`config.mk`:
```
export PLATFORM = sky130hd
export DESIGN_NAME = serial_adder_ctrl
export DESIGN_NICKNAME = d
export VERILOG_FILES = /design/src/rtl/serial_adder_ctrl_pkg.sv /design/src/rtl/serial_adder_ctrl_full_adder.sv /design/src/rtl/serial_adder_ctrl.sv
export SDC_FILE = /design/constraint.sdc
export NUM_CORES = 1
export LEC_CHECK = 0
export ABC_CLOCK_PERIOD_IN_PS = 2550
export CAP_MARGIN = 20
export CORE_ASPECT_RATIO = 1.25
export CORE_UTILIZATION = 54
export CTS_CLUSTER_SIZE = 20
export DETAILED_ROUTE_END_ITERATION = 10
export GPL_TIMING_DRIVEN = 0
export PLACE_DENSITY_LB_ADDON = 0.08
export SYNTH_ARGS = -nofsm -noshare
export SYNTH_HDL_FRONTEND = slang
export SYNTH_HIERARCHICAL = 1
export SYNTH_SLANG_ARGS = --single-unit
```
`constraint.sdc`:
```
create_clock -name clk -period 2.55 [get_ports clk]
set_input_delay 0.6375 -clock clk [delete_from_list [all_inputs] [get_ports clk]]
set_output_delay 0.6375 -clock clk [all_outputs]
set_load 0.02 [all_outputs]
```
`src/rtl/serial_adder_ctrl_pkg.sv`:
```
// Shared definitions for the bit-serial adder controller: state encodings and width helpers.
// Latency: n/a (declarations only).
// Backpressure: n/a.
package serial_adder_ctrl_pkg;

  // State register width and encodings; 2'd3 is unused and treated as IDLE.
  localparam int ST_W = 2;

  typedef enum logic [ST_W-1:0] {
    ST_IDLE = 2'd0,
    ST_RUN  = 2'd1,
    ST_DONE = 2'd2
  } state_t;

  // Bit counter width: enough to index WIDTH bits, never less than one bit.
  function automatic int cnt_w(input int width);
    return (width > 1) ? $clog2(width) : 1;
  endfunction

endpackage

```
`src/rtl/serial_adder_ctrl_full_adder.sv`:
```
// One-bit full adder cell shared by the serial datapath.
// Latency: purely combinational, zero cycles.
// Backpressure: none; outputs follow inputs.
module serial_adder_ctrl_full_adder (
  input  logic a,
  input  logic b,
  input  logic cin,
  output logic r,
  output logic cout
);

  assign r    = a ^ b ^ cin;
  assign cout = (a & b) | (cin & (a ^ b));

endmodule

```
`src/rtl/serial_adder_ctrl.sv`:
```
// Bit-serial adder: one full adder reused LSB-first, carry held in a register.
// Latency: start accepted at edge N -> done pulse in the cycle after edge N+WIDTH.
// Backpressure: start only taken while ready (IDLE); requests during RUN/DONE are dropped.
module serial_adder_ctrl
  import serial_adder_ctrl_pkg::*;
#(
  parameter int WIDTH = 8
) (
  input  logic             clk,
  input  logic             reset,
  input  logic             start,
  input  logic [WIDTH-1:0] a,
  input  logic [WIDTH-1:0] b,
  output logic             ready,
  output logic             busy,
  output logic             done,
  output logic [WIDTH-1:0] sum,
  output logic             cout
);

  localparam int            CW   = cnt_w(WIDTH);
  localparam logic [CW-1:0] LAST = CW'(WIDTH - 1);

  state_t           state_q;
  state_t           state_d;
  logic [CW-1:0]    count_q;
  logic [WIDTH-1:0] a_sh;
  logic [WIDTH-1:0] b_sh;
  logic [WIDTH-1:0] res_sh;
  logic [WIDTH-1:0] res_next;
  logic             carry_q;
  logic             fa_r;
  logic             fa_cout;
  logic             accept;
  logic             last_bit;

  assign accept   = start & ready;
  assign last_bit = (count_q == LAST);

  // New result bit enters at the MSB so after WIDTH shifts bit 0 sits at the LSB.
  assign res_next = (res_sh >> 1) | (WIDTH'(fa_r) << (WIDTH - 1));

  serial_adder_ctrl_full_adder u_full_adder (
    .a    (a_sh[0]),
    .b    (b_sh[0]),
    .cin  (carry_q),
    .r    (fa_r),
    .cout (fa_cout)
  );

  // State register.
  always_ff @(posedge clk) begin
    if (reset) state_q <= ST_IDLE;
    else       state_q <= state_d;
  end

  // Next-state logic; the unused encoding behaves exactly like IDLE.
  always_comb begin
    state_d = ST_IDLE;
    case (state_q)
      ST_RUN:  state_d = last_bit ? ST_DONE : ST_RUN;
      ST_DONE: state_d = ST_IDLE;
      default: state_d = accept ? ST_RUN : ST_IDLE;
    endcase
  end

  // Handshake outputs decoded from the current state.
  always_comb begin
    ready = 1'b0;
    busy  = 1'b0;
    done  = 1'b0;
    case (state_q)
      ST_RUN:  busy  = 1'b1;
      ST_DONE: done  = 1'b1;
      default: ready = 1'b1;
    endcase
  end

  // Operand shifters, carry, bit counter and result registers; sum/cout only update on the last bit.
  always_ff @(posedge clk) begin
    if (reset) begin
      a_sh    <= '0;
      b_sh    <= '0;
      res_sh  <= '0;
      carry_q <= 1'b0;
      count_q <= '0;
      sum     <= '0;
      cout    <= 1'b0;
    end else if (accept) begin
      a_sh    <= a;
      b_sh    <= b;
      carry_q <= 1'b0;
      count_q <= '0;
    end else if (state_q == ST_RUN) begin
      a_sh    <= a_sh >> 1;
      b_sh    <= b_sh >> 1;
      res_sh  <= res_next;
      carry_q <= fa_cout;
      if (last_bit) begin
        sum  <= res_next;
        cout <= fa_cout;
      end else begin
        count_q <= count_q + CW'(1);
      end
    end
  end

endmodule

```
# ---- Yosys cells after proc, flatten, opt, wreduce, memory -nomap -nowiden
# Cells that the tools add are included.
dict set report word_totals {
  in_bits 19
  output_inout_bits 12
  regBits 39
  wordCells 37
}
dict set report op_classes {
  mux 10
  reduce_logical 6
  addsub 1
  n_bitwise 9
  n_eq_ne 3
}
# op n
set op_table {}
lappend op_table {{$mux W8} 4}
lappend op_table {{$or A7 B8 Y8} 1}
lappend op_table {{$mux W1} 4}
lappend op_table {{$pmux W2 S2} 1}
lappend op_table {{$reduce_and A2 Y1} 2}
lappend op_table {{$reduce_or A2 Y1} 2}
lappend op_table {{$add A3 B1 Y3 const B} 1}
lappend op_table {{$and A1 B1 Y1} 3}
lappend op_table {{$eq A3 B3 Y1 const B} 1}
lappend op_table {{$reduce_and A3 Y1} 1}
lappend op_table {{$eq A2 B1 Y1 const B} 1}
lappend op_table {{$eq A2 B2 Y1 const B} 1}
lappend op_table {{$mux W2} 1}
lappend op_table {{$not A1 Y1} 2}
lappend op_table {{$reduce_bool A2 Y1} 1}
lappend op_table {{$xor A1 B1 Y1} 2}
lappend op_table {{$or A1 B1 Y1} 1}

# ---- Longest topological paths before layout
dict set report logic_depth {
  word_depth 6
  ltp_mapped 7
  ltp_nobuf 5
}

# ---- By module
# The synthesis kept the hierarchy.
# module cells_per_inst instances area_per_inst_um2 seq_area_each_um2
set by_module_without_submodules {}
lappend by_module_without_submodules {serial_adder_ctrl 162 1 1564.0 760.7}
lappend by_module_without_submodules {serial_adder_ctrl_full_adder 1 1 20.0 0.0}

# ---- Worst setup path before layout
# Ideal clock, no wire load.
dict set report synth_timing {
  path_kind {reg2out}
  start {register state_q[0]}
  end {output ready}
  t_arrival_ps 786
  slack_ps 1127
  n_path_buf 0
  stages_incl_launch_ff 3
  path_cell_list {dfxtp_1 -> inv_1 -> ha_1}
}
dict set report synth_via {
  elab_chain_cells 3
  elab_cells_between_ends 4
  cone_classes {eq/ne: 2; mux: 1; reduce/logical: 1}
}
# item line
set synth_lines {}
lappend synth_lines {{start, declared} serial_adder_ctrl.sv:24} ;# state_t state_q;
lappend synth_lines {{start signal, assigned} serial_adder_ctrl.sv:54} ;# else state_q <= state_d;
lappend synth_lines {{$eq A2 B1 Y1 / $eq A2 B2 Y1 (equally long branches)} serial_adder_ctrl.sv:72} ;# case (state_q)
lappend synth_lines {{$reduce_or A2 Y1 (no source line) *} -}
lappend synth_lines {{$mux W1 *} serial_adder_ctrl.sv:72}
lappend synth_lines {{end, declared} serial_adder_ctrl.sv:14} ;# output logic ready,
# Mark *: on every way between the ends. The rest lies on a longest branch, timed or not.

# ---- Worst setup path in the final report
# Same ends and word-level chain as after synthesis.

==> flow_summary_export.csv <==
group,metric,value,unit
outcome,run_status,"finished, final reports clean",
worst_setup_path,crit_type,"reg -> out",
logic_synthesis,ys_ff_latch,38,
run,cap_violations,0,
clock_network,cts_made_buffers,5,
pwr,leakage,0.750,nW
routing,drtIter0Drc,23,
clock_network,post_cts_buffers,0,
floorplan,start_util,58.0,%
logic_synthesis,synth_top_family_by_area,"multiplexers",
worst_setup_path,path_buf_inv,2,
sta,hold_violations,0,
worst_setup_path,r2r_cells,5,
cells_and_area,drive_above_1_share,9.00,%
cells_and_area,n_antenna_cell,0,
clock_network,clock_tree.root_cell,"clkbuf_4",
worst_setup_path,worst_setup_path_end_kind,"output pin",
worst_hold_path,hold_end,"sum[0]",
place,dp_hpwl,2.34,mm
logic_synthesis,synth_xor_area_share,0.553,%
sta,fmaxAchievable,424,MHz
worst_setup_path,critPathMaxStageDelay,0.62,ns
sta,period_needed,2.36,ns
sta,setup_violations,0,
pwr,power.internal,1.00,mW
worst_setup_path,r2r_end,"a_sh[2]",
floorplan,fp.dieH,62.6,um
global_routing,first_global_vias,1290,
routing,drt-total-wl,3.22,mm
logic_synthesis,seq_area_frac_synth,48.0,%
clock_network,clock_path_buffers,2,
global_routing,grt_pass1_wl,5.53,mm
logic_synthesis,synth-compound-area-share,10.4,%
floorplan,die_width,50.4,um
pwr,vdd_drop_max,0.000457,V
clock_network,cts_sinks,38,
worst_setup_path,start_kind,"flop",
clock_network,clkTransAtPathRegs,0.13,ns
floorplan,num_rows,21,
clock_network,post_cts_resized,0,
sta,setup_slack,0.189,ns
worst_setup_path,arrival,1.72,ns
worst_setup_path,cpLargestDelayFamily,"buffers and inverters",
logic_synthesis,synth_top_cell_by_area,"dfxtp_1",
sta,period_share,92.6,%
routing,drcViolationCount,0,
worst_hold_path,hold_depth,2,
worst_setup_path,crit_chain,"inv_1 -> ha_1 -> clkdlybuf4s50_1",
pwr,switching_power,0.288,mW
logic_synthesis,yosys.cell_types.count,22,
clock_network,cts_hold_buf,0,
pwr,p_clk_share,39.5,%
place,io_buffers,29,
worst_hold_path,hold_class,"reg -> reg",
sta,tightest_slew,0.463,ns
sta,finClkSkew,0.0165,ns
global_routing,grt_max_degree,14,
place,preCtsSetupSlack,0.563,ns
place,gp_congestion,0.711,
pwr,p_seq_share,49.2,%
worst_setup_path,crit_slowest_cell,"clkdlybuf4s50_1",
floorplan,pin_count,31,
pwr,p_sw_share,22.3,%
routing,wl_per_cell,13.7,um
logic_synthesis,synthMuxAreaShare,15.2,%
logic_synthesis,syn_area,1580,um^2
clock_network,htreeDepth,2,
worst_setup_path,required,1.91,ns
cells_and_area,nets,224,
worst_setup_path,critPathMaxFanout,5,
cells_and_area,post-route-cell-area,2020,um^2
pwr,power,1.29,mW
routing,vias,1243,
floorplan,die-area,3160,um^2
cells_and_area,synthToLayoutAreaGrowth,27.7,%
logic_synthesis,synth_area_leaders,"dfxtp_1 48%, mux2i_1 15%, a211oi_1 6.6%",
logic_synthesis,synth_warnings,6,
clock_network,cts_tree,"yes",
pwr,powerDensity,638,nW/um^2
routing,drt_pass1_iterations,4,
logic_synthesis,synth_fp_nets,188,
logic_synthesis,synthAdderAreaFrac,5.21,%
routing,ant_nets,0,
worst_hold_path,hold_start,"sum[0]",
worst_setup_path,rr_startpoint,"state_q[0]",
clock_network,worstSkewPairLatency,0.35,ns
floorplan,fp.coreArea,2730,um^2
sta,final.setup.tns,0,ns
logic_synthesis,syn_inst,163,
sta,slew_viol_final,0,
routing,viasPerCell,5.31,
cells_and_area,fillCellCount,206,
sta,rsz0062_at_grt,"no",
logic_synthesis,synth.avg_cell_area,9.72,um^2
global_routing,track_usage,23.3,%
logic_synthesis,synthSimpleGateAreaFrac,15.0,%
place,place_area,1920,um^2
global_routing,grt-ovfl-total,0,
logic_synthesis,netlist.area_leader.share,48.0,%
pwr,combPwrFrac,11.4,%
global_routing,antenna_found_initial,0,
worst_setup_path,rrSetupSlack,0.99,ns
worst_setup_path,crit_start,"state_q[0]",
sta,slew_headroom,69.2,%
## worst max path at each step
stage,end,slack [ns],cells past startpoint
CTS,ready,0.16,3
global route,ready,0.1,3
detailed placement,ready,0.56,3
floorplan,ready,1.13,2
global placement,ready,0.57,3
finish,ready,0.19,3
## tightest hold or removal path, stage by stage (launching register included)
cell and delay [ns]:
dfxtp_1 0.33, nand2_1 0.05, a21oi_1 0.05
## synth_stat cells
library cell and number:
dfxtp_1 38, mux2i_1 24, nand2_1 21, nor2_1 21
a211oi_1 14, a21oi_1 12, ha_1 5, nor3_1 5
buf_2 4, clkbuf_1 4, buf_6 2, inv_1 2
nand3b_1 2, and2_1 1, and2_2 1, buf_1 1
buf_12 1, fa_1 1, nand2_2 1, nand2b_1 1
nor2b_4 1, xnor2_1 1
## cells by family (layout without fill, tap and decap cells)
group,after synthesis,after routing
AOI/OAI and AO/OA,26,26
xor gates and xnor gates,1,1
adders and majority gates,6,6
buffers and inverters,14,51
DFF,38,38
muxes,24,24
and+or+nand+nor,54,54
## power by group through the flow
| stage | sequential, mW | clock (mW) | combinational (mW) |
|---|---|---|---|
| finish | 0.635 | 0.510 | 0.147 |
| detailed placement | 0.647 | 0 | 0.146 |
| global route | 0.638 | 0.550 | 0.159 |
| CTS | 0.634 | 0.521 | 0.148 |
| global placement | 0.646 | 0 | 0.141 |
| floorplan | 0.643 | 0 | 0.0965 |
## per-stage QoR
stage	hold slack, ns	util (%)	instances
floorplan	0.431	-	163
global placement	0.444	70.1	226
detailed placement	0.455	70.1	226
CTS	0.469	74.0	234
global route	0.488	74.0	234
finish	0.466	74.0	234
## metal layers
layer | track usage [%] | vias to the layer above | wire [um]
met2 | 39.7 | 33 | 1630
met1 | 25.7 | 574 | 1370
li1 | - | 627 | -
met3 | 7.79 | 9 | 152
met5 | 0 | - | 0
met4 | 10.4 | 0 | 63
## placed cells by master (no fill, tap or decap), drive strengths merged
cell           count
nor2              21
dfxtp             38
ha                 5
mux2i             24
a211oi            14
clkinv             1
xnor2              1
nand3b             2
a21oi             12
bufinv             2
nand2             22
nor2b              1
nor3               5
clkdlybuf4s50     29
and2               2
clkbuf             9
inv                2
fa                 1
buf                8
nand2b             1
## cell type report
| type | instances | area [um^2] | area share [%] |
|---|---|---|---|
| Sequential cell | 38 | 761 | 37.6 |
| Multi-Input combinational cell | 111 | 734 | 36.3 |
| Timing Repair Buffer | 29 | 290 | 14.3 |
| Buffer | 12 | 81.3 | 4.02 |
| Clock inverter | 3 | 68.8 | 3.40 |
| Tap cell | 34 | 42.5 | 2.10 |
| Clock buffer | 5 | 37.5 | 1.86 |
| Inverter | 2 | 7.51 | 0.371 |
## state kept, by name, summed over array words and instances (netlist names)
| name | cells |
|---|---|
| a_sh | 8 |
| b_sh | 8 |
| carry_q | 1 |
| count_q | 3 |
| cout | 1 |
| res_sh | 7 |
| state_q | 2 |
| sum | 8 |
Note: power is estimated with default switching activity, not from simulation.
